**src/rtl/writeback_stage_if.sv**
```systemverilog
// M-to-W bundle for the writeback stage: hazard controls, M-stage results in, register-file write port out.
interface writeback_stage_if #(
  parameter int COUNT_WIDTH = 32
);
  logic                   stall;
  logic                   flush;
  logic                   valid_m;
  logic                   reg_write_m;
  logic                   mem_to_reg_m;
  logic [2:0]             load_type_m;
  logic [1:0]             byte_offset_m;
  logic [4:0]             write_address_m;
  logic [31:0]            alu_result_m;
  logic [31:0]            mem_read_data_m;
  logic [31:0]            rt_value_m;
  logic                   write_enable;
  logic [4:0]             write_address;
  logic [31:0]            write_data;
  logic                   valid_w;
  logic                   address_error_w;
  logic [COUNT_WIDTH-1:0] retired_count;

  modport master (
    output stall, flush, valid_m, reg_write_m, mem_to_reg_m, load_type_m,
           byte_offset_m, write_address_m, alu_result_m, mem_read_data_m, rt_value_m,
    input  write_enable, write_address, write_data, valid_w, address_error_w, retired_count
  );

  modport slave (
    input  stall, flush, valid_m, reg_write_m, mem_to_reg_m, load_type_m,
           byte_offset_m, write_address_m, alu_result_m, mem_read_data_m, rt_value_m,
    output write_enable, write_address, write_data, valid_w, address_error_w, retired_count
  );
endinterface

```
**src/rtl/writeback_stage.sv**
```systemverilog
// MEM/WB pipeline register: formats big-endian load data in M, registers it, and drives
// the register-file write port straight from flops. Also counts retired instructions.
module writeback_stage #(
  parameter int COUNT_WIDTH = 32
) (
  input  logic              clk,
  input  logic              reset,
  writeback_stage_if.slave  wb
);

  localparam logic [2:0] LT_LB  = 3'd1;
  localparam logic [2:0] LT_LBU = 3'd2;
  localparam logic [2:0] LT_LH  = 3'd3;
  localparam logic [2:0] LT_LHU = 3'd4;
  localparam logic [2:0] LT_LWL = 3'd5;
  localparam logic [2:0] LT_LWR = 3'd6;

  function automatic logic is_misaligned(input logic [2:0] lt, input logic [1:0] off);
    logic mis;
    case (lt)
      LT_LB, LT_LBU, LT_LWL, LT_LWR: mis = 1'b0;
      LT_LH, LT_LHU:                 mis = off[0];
      default:                       mis = (off != 2'd0);
    endcase
    return mis;
  endfunction

  // Byte 0 is the most significant lane (big-endian).
  function automatic logic [31:0] format_load(input logic [2:0]  lt,
                                              input logic [1:0]  off,
                                              input logic [31:0] mem,
                                              input logic [31:0] rt);
    logic [7:0]  b;
    logic [15:0] h;
    logic [31:0] r;
    case (off)
      2'd0:    b = mem[31:24];
      2'd1:    b = mem[23:16];
      2'd2:    b = mem[15:8];
      default: b = mem[7:0];
    endcase
    h = off[1] ? mem[15:0] : mem[31:16];
    case (lt)
      LT_LB:  r = {{24{b[7]}}, b};
      LT_LBU: r = {24'd0, b};
      LT_LH:  r = {{16{h[15]}}, h};
      LT_LHU: r = {16'd0, h};
      LT_LWL:
        case (off)
          2'd0:    r = mem;
          2'd1:    r = {mem[23:0], rt[7:0]};
          2'd2:    r = {mem[15:0], rt[15:0]};
          default: r = {mem[7:0],  rt[23:0]};
        endcase
      LT_LWR:
        case (off)
          2'd0:    r = {rt[31:8],  mem[31:24]};
          2'd1:    r = {rt[31:16], mem[31:16]};
          2'd2:    r = {rt[31:24], mem[31:8]};
          default: r = mem;
        endcase
      default: r = mem;
    endcase
    return r;
  endfunction

  logic                   aerr_m;
  logic [31:0]            result_m;
  logic                   we_m;

  logic                   valid_q,  valid_d;
  logic                   aerr_q,   aerr_d;
  logic                   we_q,     we_d;
  logic [4:0]             addr_q,   addr_d;
  logic [31:0]            data_q,   data_d;
  logic [COUNT_WIDTH-1:0] count_q,  count_d;

  assign aerr_m   = wb.valid_m & wb.mem_to_reg_m & is_misaligned(wb.load_type_m, wb.byte_offset_m);
  assign result_m = wb.mem_to_reg_m
                  ? format_load(wb.load_type_m, wb.byte_offset_m, wb.mem_read_data_m, wb.rt_value_m)
                  : wb.alu_result_m;
  // write_enable is precomputed so every W output is a bare flop.
  assign we_m     = wb.valid_m & wb.reg_write_m & ~aerr_m & (wb.write_address_m != 5'd0);

  always_comb begin
    valid_d = valid_q;
    aerr_d  = aerr_q;
    we_d    = we_q;
    addr_d  = addr_q;
    data_d  = data_q;
    count_d = count_q;
    if (wb.flush) begin
      valid_d = 1'b0;
      aerr_d  = 1'b0;
      we_d    = 1'b0;
      addr_d  = 5'd0;
      data_d  = 32'd0;
    end else if (!wb.stall) begin
      valid_d = wb.valid_m;
      aerr_d  = aerr_m;
      we_d    = we_m;
      addr_d  = wb.write_address_m;
      data_d  = result_m;
      if (wb.valid_m && !aerr_m)
        count_d = count_q + {{(COUNT_WIDTH-1){1'b0}}, 1'b1};
    end
  end

  always_ff @(posedge clk or posedge reset) begin
    if (reset) begin
      valid_q <= 1'b0;
      aerr_q  <= 1'b0;
      we_q    <= 1'b0;
      addr_q  <= 5'd0;
      data_q  <= 32'd0;
      count_q <= '0;
    end else begin
      valid_q <= valid_d;
      aerr_q  <= aerr_d;
      we_q    <= we_d;
      addr_q  <= addr_d;
      data_q  <= data_d;
      count_q <= count_d;
    end
  end

  assign wb.valid_w         = valid_q;
  assign wb.address_error_w = aerr_q;
  assign wb.write_enable    = we_q;
  assign wb.write_address   = addr_q;
  assign wb.write_data      = data_q;
  assign wb.retired_count   = count_q;

endmodule

```
**src/flat_wrapper.sv**
```systemverilog
// flat-port wrapper written by rule: the top's interface ports become plain ports
module writeback_stage_flat 
#(
  parameter int COUNT_WIDTH = 32
)
  (clk, reset, wb_stall, wb_flush, wb_valid_m, wb_reg_write_m, wb_mem_to_reg_m, wb_load_type_m, wb_byte_offset_m, wb_write_address_m, wb_alu_result_m, wb_mem_read_data_m, wb_rt_value_m, wb_write_enable, wb_write_address, wb_write_data, wb_valid_w, wb_address_error_w, wb_retired_count);
  writeback_stage_if #(.COUNT_WIDTH(COUNT_WIDTH)) wb_i ();
  input  logic clk;
  input  logic reset;
  input wire logic [$bits(wb_i.stall)-1:0] wb_stall;
  input wire logic [$bits(wb_i.flush)-1:0] wb_flush;
  input wire logic [$bits(wb_i.valid_m)-1:0] wb_valid_m;
  input wire logic [$bits(wb_i.reg_write_m)-1:0] wb_reg_write_m;
  input wire logic [$bits(wb_i.mem_to_reg_m)-1:0] wb_mem_to_reg_m;
  input wire logic [$bits(wb_i.load_type_m)-1:0] wb_load_type_m;
  input wire logic [$bits(wb_i.byte_offset_m)-1:0] wb_byte_offset_m;
  input wire logic [$bits(wb_i.write_address_m)-1:0] wb_write_address_m;
  input wire logic [$bits(wb_i.alu_result_m)-1:0] wb_alu_result_m;
  input wire logic [$bits(wb_i.mem_read_data_m)-1:0] wb_mem_read_data_m;
  input wire logic [$bits(wb_i.rt_value_m)-1:0] wb_rt_value_m;
  output wire logic [$bits(wb_i.write_enable)-1:0] wb_write_enable;
  output wire logic [$bits(wb_i.write_address)-1:0] wb_write_address;
  output wire logic [$bits(wb_i.write_data)-1:0] wb_write_data;
  output wire logic [$bits(wb_i.valid_w)-1:0] wb_valid_w;
  output wire logic [$bits(wb_i.address_error_w)-1:0] wb_address_error_w;
  output wire logic [$bits(wb_i.retired_count)-1:0] wb_retired_count;
  assign wb_i.stall = wb_stall;
  assign wb_i.flush = wb_flush;
  assign wb_i.valid_m = wb_valid_m;
  assign wb_i.reg_write_m = wb_reg_write_m;
  assign wb_i.mem_to_reg_m = wb_mem_to_reg_m;
  assign wb_i.load_type_m = wb_load_type_m;
  assign wb_i.byte_offset_m = wb_byte_offset_m;
  assign wb_i.write_address_m = wb_write_address_m;
  assign wb_i.alu_result_m = wb_alu_result_m;
  assign wb_i.mem_read_data_m = wb_mem_read_data_m;
  assign wb_i.rt_value_m = wb_rt_value_m;
  assign wb_write_enable = wb_i.write_enable;
  assign wb_write_address = wb_i.write_address;
  assign wb_write_data = wb_i.write_data;
  assign wb_valid_w = wb_i.valid_w;
  assign wb_address_error_w = wb_i.address_error_w;
  assign wb_retired_count = wb_i.retired_count;
  writeback_stage #(.COUNT_WIDTH(COUNT_WIDTH)) u_core (.clk(clk), .reset(reset), .wb(wb_i));
endmodule
```
**config.mk**
```make
export PLATFORM = sky130hd
export DESIGN_NAME = writeback_stage_flat
export DESIGN_NICKNAME = d
export VERILOG_FILES = /design/src/rtl/writeback_stage_if.sv /design/src/rtl/writeback_stage.sv /design/src/flat_wrapper.sv
export SDC_FILE = /design/constraint.sdc
export NUM_CORES = 1
export LEC_CHECK = 0
export ABC_AREA = 1
export CAP_MARGIN = 30
export CORE_MARGIN = 4
export CORE_UTILIZATION = 52
export CTS_BUF_LIST = sky130_fd_sc_hd__clkbuf_8 sky130_fd_sc_hd__clkbuf_16
export CTS_CLUSTER_DIAMETER = 80
export DETAILED_ROUTE_END_ITERATION = 7
export DONT_BUFFER_PORTS = 1
export GPL_TIMING_DRIVEN = 0
export HOLD_SLACK_MARGIN = 0.02
export PLACE_DENSITY = 0.69
export SLEW_MARGIN = 40
export SYNTH_ARGS = -nofsm -noshare
export SYNTH_HDL_FRONTEND = slang
export SYNTH_SLANG_ARGS = --single-unit
export TNS_END_PERCENT = 10
```
**constraint.sdc**
```tcl
create_clock -name clk -period 3.2 [get_ports clk]
set_input_delay 0.64 -clock clk [delete_from_list [all_inputs] [get_ports clk]]
set_output_delay 0.64 -clock clk [all_outputs]
set_load 0.005 [all_outputs]
```
==> results of run 1 <==
[final cells by class]
type	count	share of cell area, %
multi-input cells	905	56.7
flip-flops and latches	72	26.2
repair buffers	1	0.400
well taps	147	2.68
plain buffers	56	4.15
clock inverters	6	1.22
clock buffers	10	3.48
inverters	93	5.15
[state kept, by name, indices dropped and copies added, names as in the netlist]
| register | count |
|---|---|
| u_core.wb.address_error_w | 1 |
| u_core.wb.retired_count | 32 |
| u_core.wb.valid_w | 1 |
| u_core.wb.write_address | 5 |
| u_core.wb.write_data | 32 |
| u_core.wb.write_enable | 1 |
[cells by family after synthesis]
group	Yosys count	share of synthesized area [%]
compound gates	81	6.56
fa+ha+maj	1	0.197
buf+inv	149	10.0
simple gates	795	50.9
flops	72	28.4
xor+xnor	28	3.87
[worst paths after layout]
| check | from | to | depth (start not counted) |
|---|---|---|---|
| hold reg to reg | u_core.wb.write_data[20] | u_core.wb.write_data[20] | 2 |
| hold / removal | reset | u_core.wb.write_data[11] | 1 |
| max in group asynchronous | reset | u_core.wb.write_data[26] | 2 |
| setup / recovery | wb_byte_offset_m[1] | u_core.wb.write_data[17] | 11 |
| setup reg to reg | u_core.wb.retired_count[1] | u_core.wb.retired_count[29] | 8 |
| min in group clk | wb_write_address_m[2] | u_core.wb.write_address[2] | 1 |
[synth_stat cells]
library cell               count  area (um^2)
sky130_fd_sc_hd__clkbuf_1     21         78.8
sky130_fd_sc_hd__inv_2         4         15.0
sky130_fd_sc_hd__xor2_1       20          175
sky130_fd_sc_hd__nor2_2        4         25.0
sky130_fd_sc_hd__nand2_1     529         1990
sky130_fd_sc_hd__a22o_1        2         17.5
sky130_fd_sc_hd__inv_1        89          334
sky130_fd_sc_hd__o21ai_0      55          275
sky130_fd_sc_hd__o21ai_1      11         55.1
sky130_fd_sc_hd__or2_2         7         43.8
sky130_fd_sc_hd__o31ai_1       1         7.51
sky130_fd_sc_hd__a21oi_1      12         60.1
sky130_fd_sc_hd__buf_6         3         33.8
sky130_fd_sc_hd__ha_1          1         12.5
sky130_fd_sc_hd__nand2_2       5         31.3
sky130_fd_sc_hd__nand4_1       9         56.3
sky130_fd_sc_hd__nor3_1       23          115
sky130_fd_sc_hd__clkbuf_2      1         5.00
sky130_fd_sc_hd__nand3_1      96          480
sky130_fd_sc_hd__xnor2_1       8         70.1
sky130_fd_sc_hd__nand2_4       2         22.5
sky130_fd_sc_hd__buf_1         2         7.51
sky130_fd_sc_hd__buf_2        23          115
sky130_fd_sc_hd__nor2_1      116          435
sky130_fd_sc_hd__dfrtp_1      72         1800
sky130_fd_sc_hd__buf_4         6         45.0
sky130_fd_sc_hd__nand3b_1      4         30.0
[metal layers]
metal / vias to the layer above / share of wire [%] / routed length (um)
met2: 410 / 44 / 10300
met4: 2 / 4.6 / 1070
met3: 83 / 11 / 2500
met5: - / 0.056 / 13
met1: 3142 / 41 / 9500
li1: 3509 / - / -
[power by group through the flow]
| stage | Sequential, mW | Combinational (mW) | Clock, mW |
|---|---|---|---|
| after floorplan | 1.08 | 0.466 | 0 |
| after global placement | 1.11 | 0.617 | 0 |
| after detailed placement | 1.11 | 0.626 | 0 |
| after CTS | 1.09 | 0.629 | 1.10 |
| after global routing | 1.10 | 0.724 | 1.15 |
| final | 1.10 | 0.639 | 1.09 |
[critical path, cell delays in order]
cell	delay [ns]
sky130_fd_sc_hd__buf_2	0.15
sky130_fd_sc_hd__nand2_2	0.16
sky130_fd_sc_hd__inv_1	0.20
sky130_fd_sc_hd__nand2_1	0.12
sky130_fd_sc_hd__nand3_1	0.21
sky130_fd_sc_hd__buf_2	0.30
sky130_fd_sc_hd__nand3_1	0.18
sky130_fd_sc_hd__nand2_1	0.13
sky130_fd_sc_hd__nand2_1	0.06
sky130_fd_sc_hd__nand2_1	0.05
sky130_fd_sc_hd__nand2_1	0.05
[placed cells by master, fill, tap and decap left out, types with 3 or more instances in the layout]
master,n
sky130_fd_sc_hd__nor2_1,116
sky130_fd_sc_hd__buf_4,6
sky130_fd_sc_hd__dfrtp_1,72
sky130_fd_sc_hd__nand3_1,96
sky130_fd_sc_hd__clkbuf_16,9
sky130_fd_sc_hd__xnor2_1,8
sky130_fd_sc_hd__inv_1,89
sky130_fd_sc_hd__nor2_2,4
sky130_fd_sc_hd__nand2_1,529
sky130_fd_sc_hd__or2_2,7
sky130_fd_sc_hd__nand4_1,9
sky130_fd_sc_hd__inv_2,4
sky130_fd_sc_hd__o21ai_1,11
sky130_fd_sc_hd__nor3_1,23
sky130_fd_sc_hd__nand2_2,5
sky130_fd_sc_hd__nand3b_1,4
sky130_fd_sc_hd__xor2_1,20
sky130_fd_sc_hd__buf_6,3
sky130_fd_sc_hd__o21ai_0,55
sky130_fd_sc_hd__a21oi_1,12
sky130_fd_sc_hd__buf_2,23
sky130_fd_sc_hd__clkbuf_1,21
[metrics by stage]
stage,setup slack [ns],hold WS [ns]
after floorplan,0.735,0.472
after global placement,-0.0115,0.493
after detailed placement,0.863,0.415
after CTS,1.25,0.0496
after global routing,1.03,0.0517
final,1.17,0.0527
==> qor.json, run 1 <==
{
  "min_period_over_period": {"value": 63.5, "unit": "%"},
  "grt_pass1_vias": {"value": 6770},
  "timing.final.max_slew_violations": {"value": 0},
  "cellPowerDensity": {"value": 411, "unit": "nW/um^2"},
  "ctsRootBufferMaster": {"value": "sky130_fd_sc_hd__clkbuf_16"},
  "area_grow_syn2layout": {"value": 8.51, "unit": "%"},
  "grt_overflow_total": {"value": 0},
  "result_of_the_run": {"value": "finished, final reports clean"},
  "use_met1": {"value": 42.7, "unit": "%"},
  "remaining_design_rule_violation_count": {"value": 0},
  "fin_worst_skew": {"value": 0.00846, "unit": "ns"},
  "cp_data_arrival_time": {"value": 2.27, "unit": "ns"},
  "fillers": {"value": 1257},
  "synth_seq_area_share": {"value": 28.4, "unit": "%"},
  "syn-num-nets": {"value": 1240},
  "report.final.hold_viol_count": {"value": 0},
  "cts_tree": {"value": "yes"},
  "final-seq-area": {"value": 1800, "unit": "um^2"},
  "tritoncts_num_sinks": {"value": 72},
  "insertion_delay": {"value": 0.34, "unit": "ns"},
  "die_width": {"value": 118, "unit": "um"},
  "internal_power": {"value": 1.89, "unit": "mW"},
  "route.detailed.wl_per_inst": {"value": 18.1, "unit": "um"},
  "antenna_found_initial": {"value": 1},
  "multi_input_combinational_cell_area": {"value": 3900, "unit": "um^2"},
  "max_freq": {"value": 492, "unit": "MHz"},
  "die_h": {"value": 118, "unit": "um"},
  "total_power": {"value": 2.82, "unit": "mW"},
  "clockPowerShare": {"value": 38.6, "unit": "%"},
  "final_util": {"value": 57.5, "unit": "%"},
  "detail_route.first_pass.iterations": {"value": 8},
  "crit_path_max_fanout": {"value": 10},
  "post_synth_num_cell_types": {"value": 27},
  "placement_rows": {"value": 40},
  "synth.avg_cell_area": {"value": 5.63, "unit": "um^2"},
  "worstSetupEndpointType": {"value": "flop"},
  "max_cap_viol_count": {"value": 0},
  "number_of_inserted_diodes": {"value": 0},
  "rsz0062_at_grt": {"value": "false"},
  "post-route-cell-area": {"value": 6870, "unit": "um^2"},
  "synth_area": {"value": 6330, "unit": "um^2"},
  "num_vias": {"value": 7146},
  "dpl-instance-area": {"value": 6550, "unit": "um^2"},
  "die_area": {"value": 14000, "unit": "um^2"},
  "place.detailed.hpwl": {"value": 18100, "unit": "um"},
  "drt_iter0_markers": {"value": 706},
  "postSynthRegisterBits": {"value": 72},
  "power_leakage": {"value": 3.75, "unit": "nW"},
  "tightest_slew": {"value": 0.713, "unit": "ns"},
  "timing.final.setup_violations": {"value": 0},
  "reg2reg_setup_slack": {"value": 1.45, "unit": "ns"},
  "design.core.area": {"value": 12000, "unit": "um^2"},
  "max-vdd-ir-drop": {"value": 274, "unit": "uV"},
  "cts.hold.buffers_added": {"value": 0},
  "finish.net_count": {"value": 1252},
  "holdCritPathClass": {"value": "in2async"},
  "postSynthCellCount": {"value": 1126},
  "post_route_cells_drive_above_1_share": {"value": 6.30, "unit": "%"},
  "antenna_left": {"value": 0},
  "tns": {"value": 0, "unit": "ns"},
  "avgViaCountPerCell": {"value": 5.54},
  "wire_length_reported_by_the_detailed_router": {"value": 23400, "unit": "um"},
  "net-switching-power": {"value": 0.930, "unit": "mW"},
  "postCtsSetupBuffers": {"value": 0},
  "share_comb_of_total_power": {"value": 22.6, "unit": "%"},
  "max-clock-path-buffers": {"value": 2},
  "port_buffers": {"value": 0},
  "post_cts_resize_count": {"value": 0},
  "gp_congestion": {"value": 1.00},
  "fin_cells": {"value": 1290},
  "globalRouteMet3Util": {"value": 9.33, "unit": "%"},
  "grt.busiest_layer": {"value": "met2"},
  "numPlacedInstances": {"value": 1274},
  "timing.slew.headroom": {"value": 52.1, "unit": "%"},
  "h-tree-depth": {"value": 3},
  "wire_length_of_the_first_global_routing_pass": {"value": 36600, "unit": "um"},
  "critical_path_class": {"value": "in2reg"},
  "io_pins": {"value": 185},
  "sw_frac_of_total": {"value": 32.9, "unit": "%"},
  "clk_pin_slew": {"value": 0.06, "unit": "ns"},
  "cp_data_required_time": {"value": 3.44, "unit": "ns"},
  "grt.met2_usage": {"value": 50.6, "unit": "%"},
  "synth_warnings": {"value": 0},
  "inserted_clock_buffers": {"value": 9},
  "initial_core_util": {"value": 53.0, "unit": "%"},
  "seq_power_share": {"value": 38.8, "unit": "%"},
  "post-route-min-period": {"value": 2.03, "unit": "ns"},
  "cp-start-kind": {"value": "primary input"},
  "grt_start_max_net_pins": {"value": 62},
  "globalRouteTotalUtil": {"value": 33.0, "unit": "%"}
}
(Power assumes the default switching activity.)
==> run 2: changes to the inputs <==
clock period = 1.94 ns   (was 3.2 ns; I/O delays follow)
==> run 2 against run 1 <==
Effect of this change: clock skew decreased by 0.0018 ns; sequential cell count did not move; clock power increased by 67%; critical path depth unchanged; non-clock buffer count rose by 3; cell count increased by 0.23%; clock-buffer cell count stayed put; critical path type unchanged.
==> qor.json, run 2 (synthesis gave the netlist of run 1 again) <==
{
  "critical_path.slowest_cell": {"value": "sky130_fd_sc_hd__buf_2", "change": "unchanged"},
  "wire_length_of_the_first_global_routing_pass": {"value": 37300, "unit": "um", "change": "was 36,600 um"},
  "timing.final.max_slew_violations": {"value": 0, "change": "unchanged"},
  "finish.net_count": {"value": 1255, "change": "was 1,252"},
  "place.detailed.hpwl": {"value": 18700, "unit": "um", "change": "was 18,100 um"},
  "crit_path_max_fanout": {"value": 10, "change": "unchanged"},
  "die_h": {"value": 118, "unit": "um", "change": "unchanged"},
  "critical-path-top-delay-family": {"value": "simple AND/OR/NAND/NOR gates", "change": "unchanged"},
  "grt_start_max_net_pins": {"value": 25, "change": "was 62"},
  "path_common_cell": {"value": "sky130_fd_sc_hd__nand2_1", "change": "unchanged"},
  "post_route_cells_drive_above_1_share": {"value": 6.63, "unit": "%", "change": "was 6.30%"},
  "total_power": {"value": 4.69, "unit": "mW", "change": "was 2.82 mW"},
  "critical_path_class": {"value": "in2reg", "change": "unchanged"},
  "cp_data_arrival_time": {"value": 2.02, "unit": "ns", "change": "was 2.27 ns"},
  "layout_common_cells": {"value": "sky130_fd_sc_hd__nand2_1, sky130_fd_sc_hd__nor2_1, sky130_fd_sc_hd__nand3_1, sky130_fd_sc_hd__inv_1, sky130_fd_sc_hd__dfrtp_1", "change": "unchanged"},
  "placement_rows": {"value": 40, "change": "unchanged"},
  "detail_route.first_pass.iterations": {"value": 7, "change": "was 8"},
  "met3RoutedLength": {"value": 2670, "unit": "um", "change": "was 2500 um"},
  "result_of_the_run": {"value": "finished, final reports clean", "change": "unchanged"},
  "max_cap_viol_count": {"value": 0, "change": "unchanged"},
  "avgViaCountPerCell": {"value": 5.55, "change": "was 5.54"},
  "fillers": {"value": 1304, "change": "was 1,257"},
  "globalRouteTotalUtil": {"value": 33.6, "unit": "%", "change": "was 33.0%"},
  "fin_worst_hold_slack": {"value": 0.200, "unit": "ns", "change": "was 0.0527 ns"},
  "numPlacedInstances": {"value": 1276, "change": "was 1,274"},
  "cp_data_required_time": {"value": 2.17, "unit": "ns", "change": "was 3.44 ns"},
  "antenna_found_initial": {"value": 0, "change": "was 1"},
  "cp_slowest_stage_delay": {"value": 0.29, "unit": "ns", "change": "was 0.30 ns"},
  "design.core.area": {"value": 12000, "unit": "um^2", "change": "unchanged"},
  "dpl-instance-area": {"value": 6600, "unit": "um^2", "change": "was 6550 um^2"},
  "h-tree-depth": {"value": 3, "change": "unchanged"},
  "insertion_delay": {"value": 0.34, "unit": "ns", "change": "about the same"},
  "number_of_inserted_diodes": {"value": 0, "change": "unchanged"},
  "rsz0062_at_grt": {"value": "false", "change": "unchanged"},
  "post-route-min-period": {"value": 1.78, "unit": "ns"},
  "cts_tree": {"value": "yes", "change": "unchanged"},
  "drt_iter0_markers": {"value": 591, "change": "was 706"},
  "port_buffers": {"value": 0, "change": "unchanged"},
  "area_grow_syn2layout": {"value": 9.58, "unit": "%", "change": "was 8.51%"},
  "length_of_routed_met2_wiring": {"value": 10400, "unit": "um", "change": "was 10,300 um"},
  "fin_worst_skew": {"value": 0.00670, "unit": "ns", "change": "was 0.00846 ns"},
  "num_vias": {"value": 7180, "change": "was 7,146"},
  "clk_pin_slew": {"value": 0.06, "unit": "ns", "change": "about the same"},
  "leading_cell_type_in_the_layout_fill_and_taps_excluded": {"value": "sky130_fd_sc_hd__nand2_1", "change": "unchanged"},
  "drt-met1-wl": {"value": 9290, "unit": "um", "change": "was 9500 um"},
  "max-clock-path-buffers": {"value": 2, "change": "unchanged"},
  "route.detailed.wl_per_inst": {"value": 18.3, "unit": "um", "change": "was 18.1 um"},
  "critical_path_buf_inv_count": {"value": 3, "change": "unchanged"},
  "post-route-cell-area": {"value": 6940, "unit": "um^2", "change": "was 6870 um^2"},
  "gp_congestion": {"value": 1.01, "change": "was 1.00"},
  "die_area": {"value": 14000, "unit": "um^2", "change": "unchanged"},
  "highest-signal-layer": {"value": "met4", "change": "was met5"},
  "fin_cells": {"value": 1293, "change": "was 1,290"},
  "max-vdd-ir-drop": {"value": 506, "unit": "uV", "change": "was 274 uV"},
  "remaining_design_rule_violation_count": {"value": 0, "change": "unchanged"},
  "grt_pass1_vias": {"value": 6952, "change": "was 6,770"},
  "inserted_clock_buffers": {"value": 9, "change": "unchanged"},
  "report.final.hold_viol_count": {"value": 0, "change": "unchanged"},
  "tritoncts_num_sinks": {"value": 72, "change": "unchanged"},
  "crit_chain": {"value": "buf_2 > nand2_2 > inv_1 > nand2_1 > nand3_1 > buf_2 > nand3_1 > nand2_1 > nand2_1 > nand2_1 > nand2_1", "change": "unchanged"},
  "io_pins": {"value": 185, "change": "unchanged"},
  "holdCritPathClass": {"value": "in2reg", "change": "was in2async"},
  "die_width": {"value": 118, "unit": "um", "change": "unchanged"},
  "timing.slew.headroom": {"value": 51.5, "unit": "%", "change": "was 52.1%"},
  "tightest_slew": {"value": 0.723, "unit": "ns", "change": "was 0.713 ns"},
  "antenna_left": {"value": 0, "change": "unchanged"},
  "grt_overflow_total": {"value": 0, "change": "unchanged"},
  "power_leakage": {"value": 3.78, "unit": "nW", "change": "was 3.75 nW"},
  "worstSetupEndpointType": {"value": "flop", "change": "unchanged"},
  "pre_cts_setup_slack": {"value": -0.167, "unit": "ns", "change": "was 0.863 ns"},
  "ctsRootBufferMaster": {"value": "sky130_fd_sc_hd__clkbuf_16", "change": "unchanged"},
  "min_period_over_period": {"value": 91.9, "unit": "%"},
  "max_freq": {"value": 561, "unit": "MHz"},
  "wire_length_reported_by_the_detailed_router": {"value": 23600, "unit": "um", "change": "was 23,400 um"},
  "cp-start-kind": {"value": "primary input", "change": "unchanged"},
  "initial_core_util": {"value": 53.0, "unit": "%", "change": "unchanged"},
  "timing.final.setup_violations": {"value": 0, "change": "unchanged"},
  "fin_ws": {"value": 0.156, "unit": "ns", "change": "was 1.17 ns"},
  "postCtsSetupBuffers": {"value": 0, "change": "unchanged"},
  "cellPowerDensity": {"value": 676, "unit": "nW/um^2", "change": "was 411 nW/um^2"}
}
## run 2: cell types whose count changed in the layout (fill, tap and decap cells not counted), sizes merged
cell / previous run / this run
buf: 35 / 37
dlygate4sd3: 0 / 1
## run 2: layer usage
metal | vias to the layer above | global-route usage, %
met5 | - | 0
met4 | 0 | 17.8
met3 | 92 | 8.85
met2 | 398 | 52.8
met1 | 3168 | 42.2
li1 | 3522 | -
## run 2: report_power, final
group          leakage (nW)  switching [mW]  internal [mW]
combinational          2.64           0.715          0.350
sequential            0.972           0.177           1.63
clock                 0.159           0.657           1.17
total                  3.78            1.55           3.15
## run 2: metrics by stage
stage / util, % / TNS [ns]
finish: 58.0 / 0
global route: 58.0 / 0
CTS: 58.0 / 0
detailed placement: 55.2 / -1.47
global placement: 54.5 / -1.19
floorplan: - / 0
## run 2: final timing paths
path / endpoint / from / cells after the start / slack [ns]
worst max-delay path: u_core.wb.write_data[17] / wb_byte_offset_m[1] / 11 / 0.16
worst min-delay path: u_core.wb.write_address[2] / wb_write_address_m[2] / 1 / 0.20
worst max register to register: u_core.wb.retired_count[25] / u_core.wb.retired_count[5] / 8 / 0.22
worst min register to register: u_core.wb.write_data[26] / u_core.wb.write_data[26] / 2 / 0.50
max in group asynchronous: u_core.wb.write_data[4] / reset / 4 / 0.90
min in group asynchronous: u_core.wb.write_data[26] / reset / 2 / 0.46
## run 2: timing repair
action,4_1_cts,5_1_grt
endpoints found under the hold margin,9,0
hold buffers,1,0
resized for setup,0,1
setup endpoints to repair,0,1
## run 2: area by class of cell
| cell class | instances | area (um^2) | area share [%] |
|---|---|---|---|
| multi-input cells | 905 | 3900 | 56.2 |
| flip-flops and latches | 72 | 1800 | 26.0 |
| inverters | 93 | 353 | 5.08 |
| plain buffers | 56 | 285 | 4.11 |
| clock buffers | 10 | 239 | 3.44 |
| well taps | 147 | 184 | 2.65 |
| clock inverters | 6 | 90.1 | 1.30 |
| repair buffers | 4 | 85.1 | 1.23 |
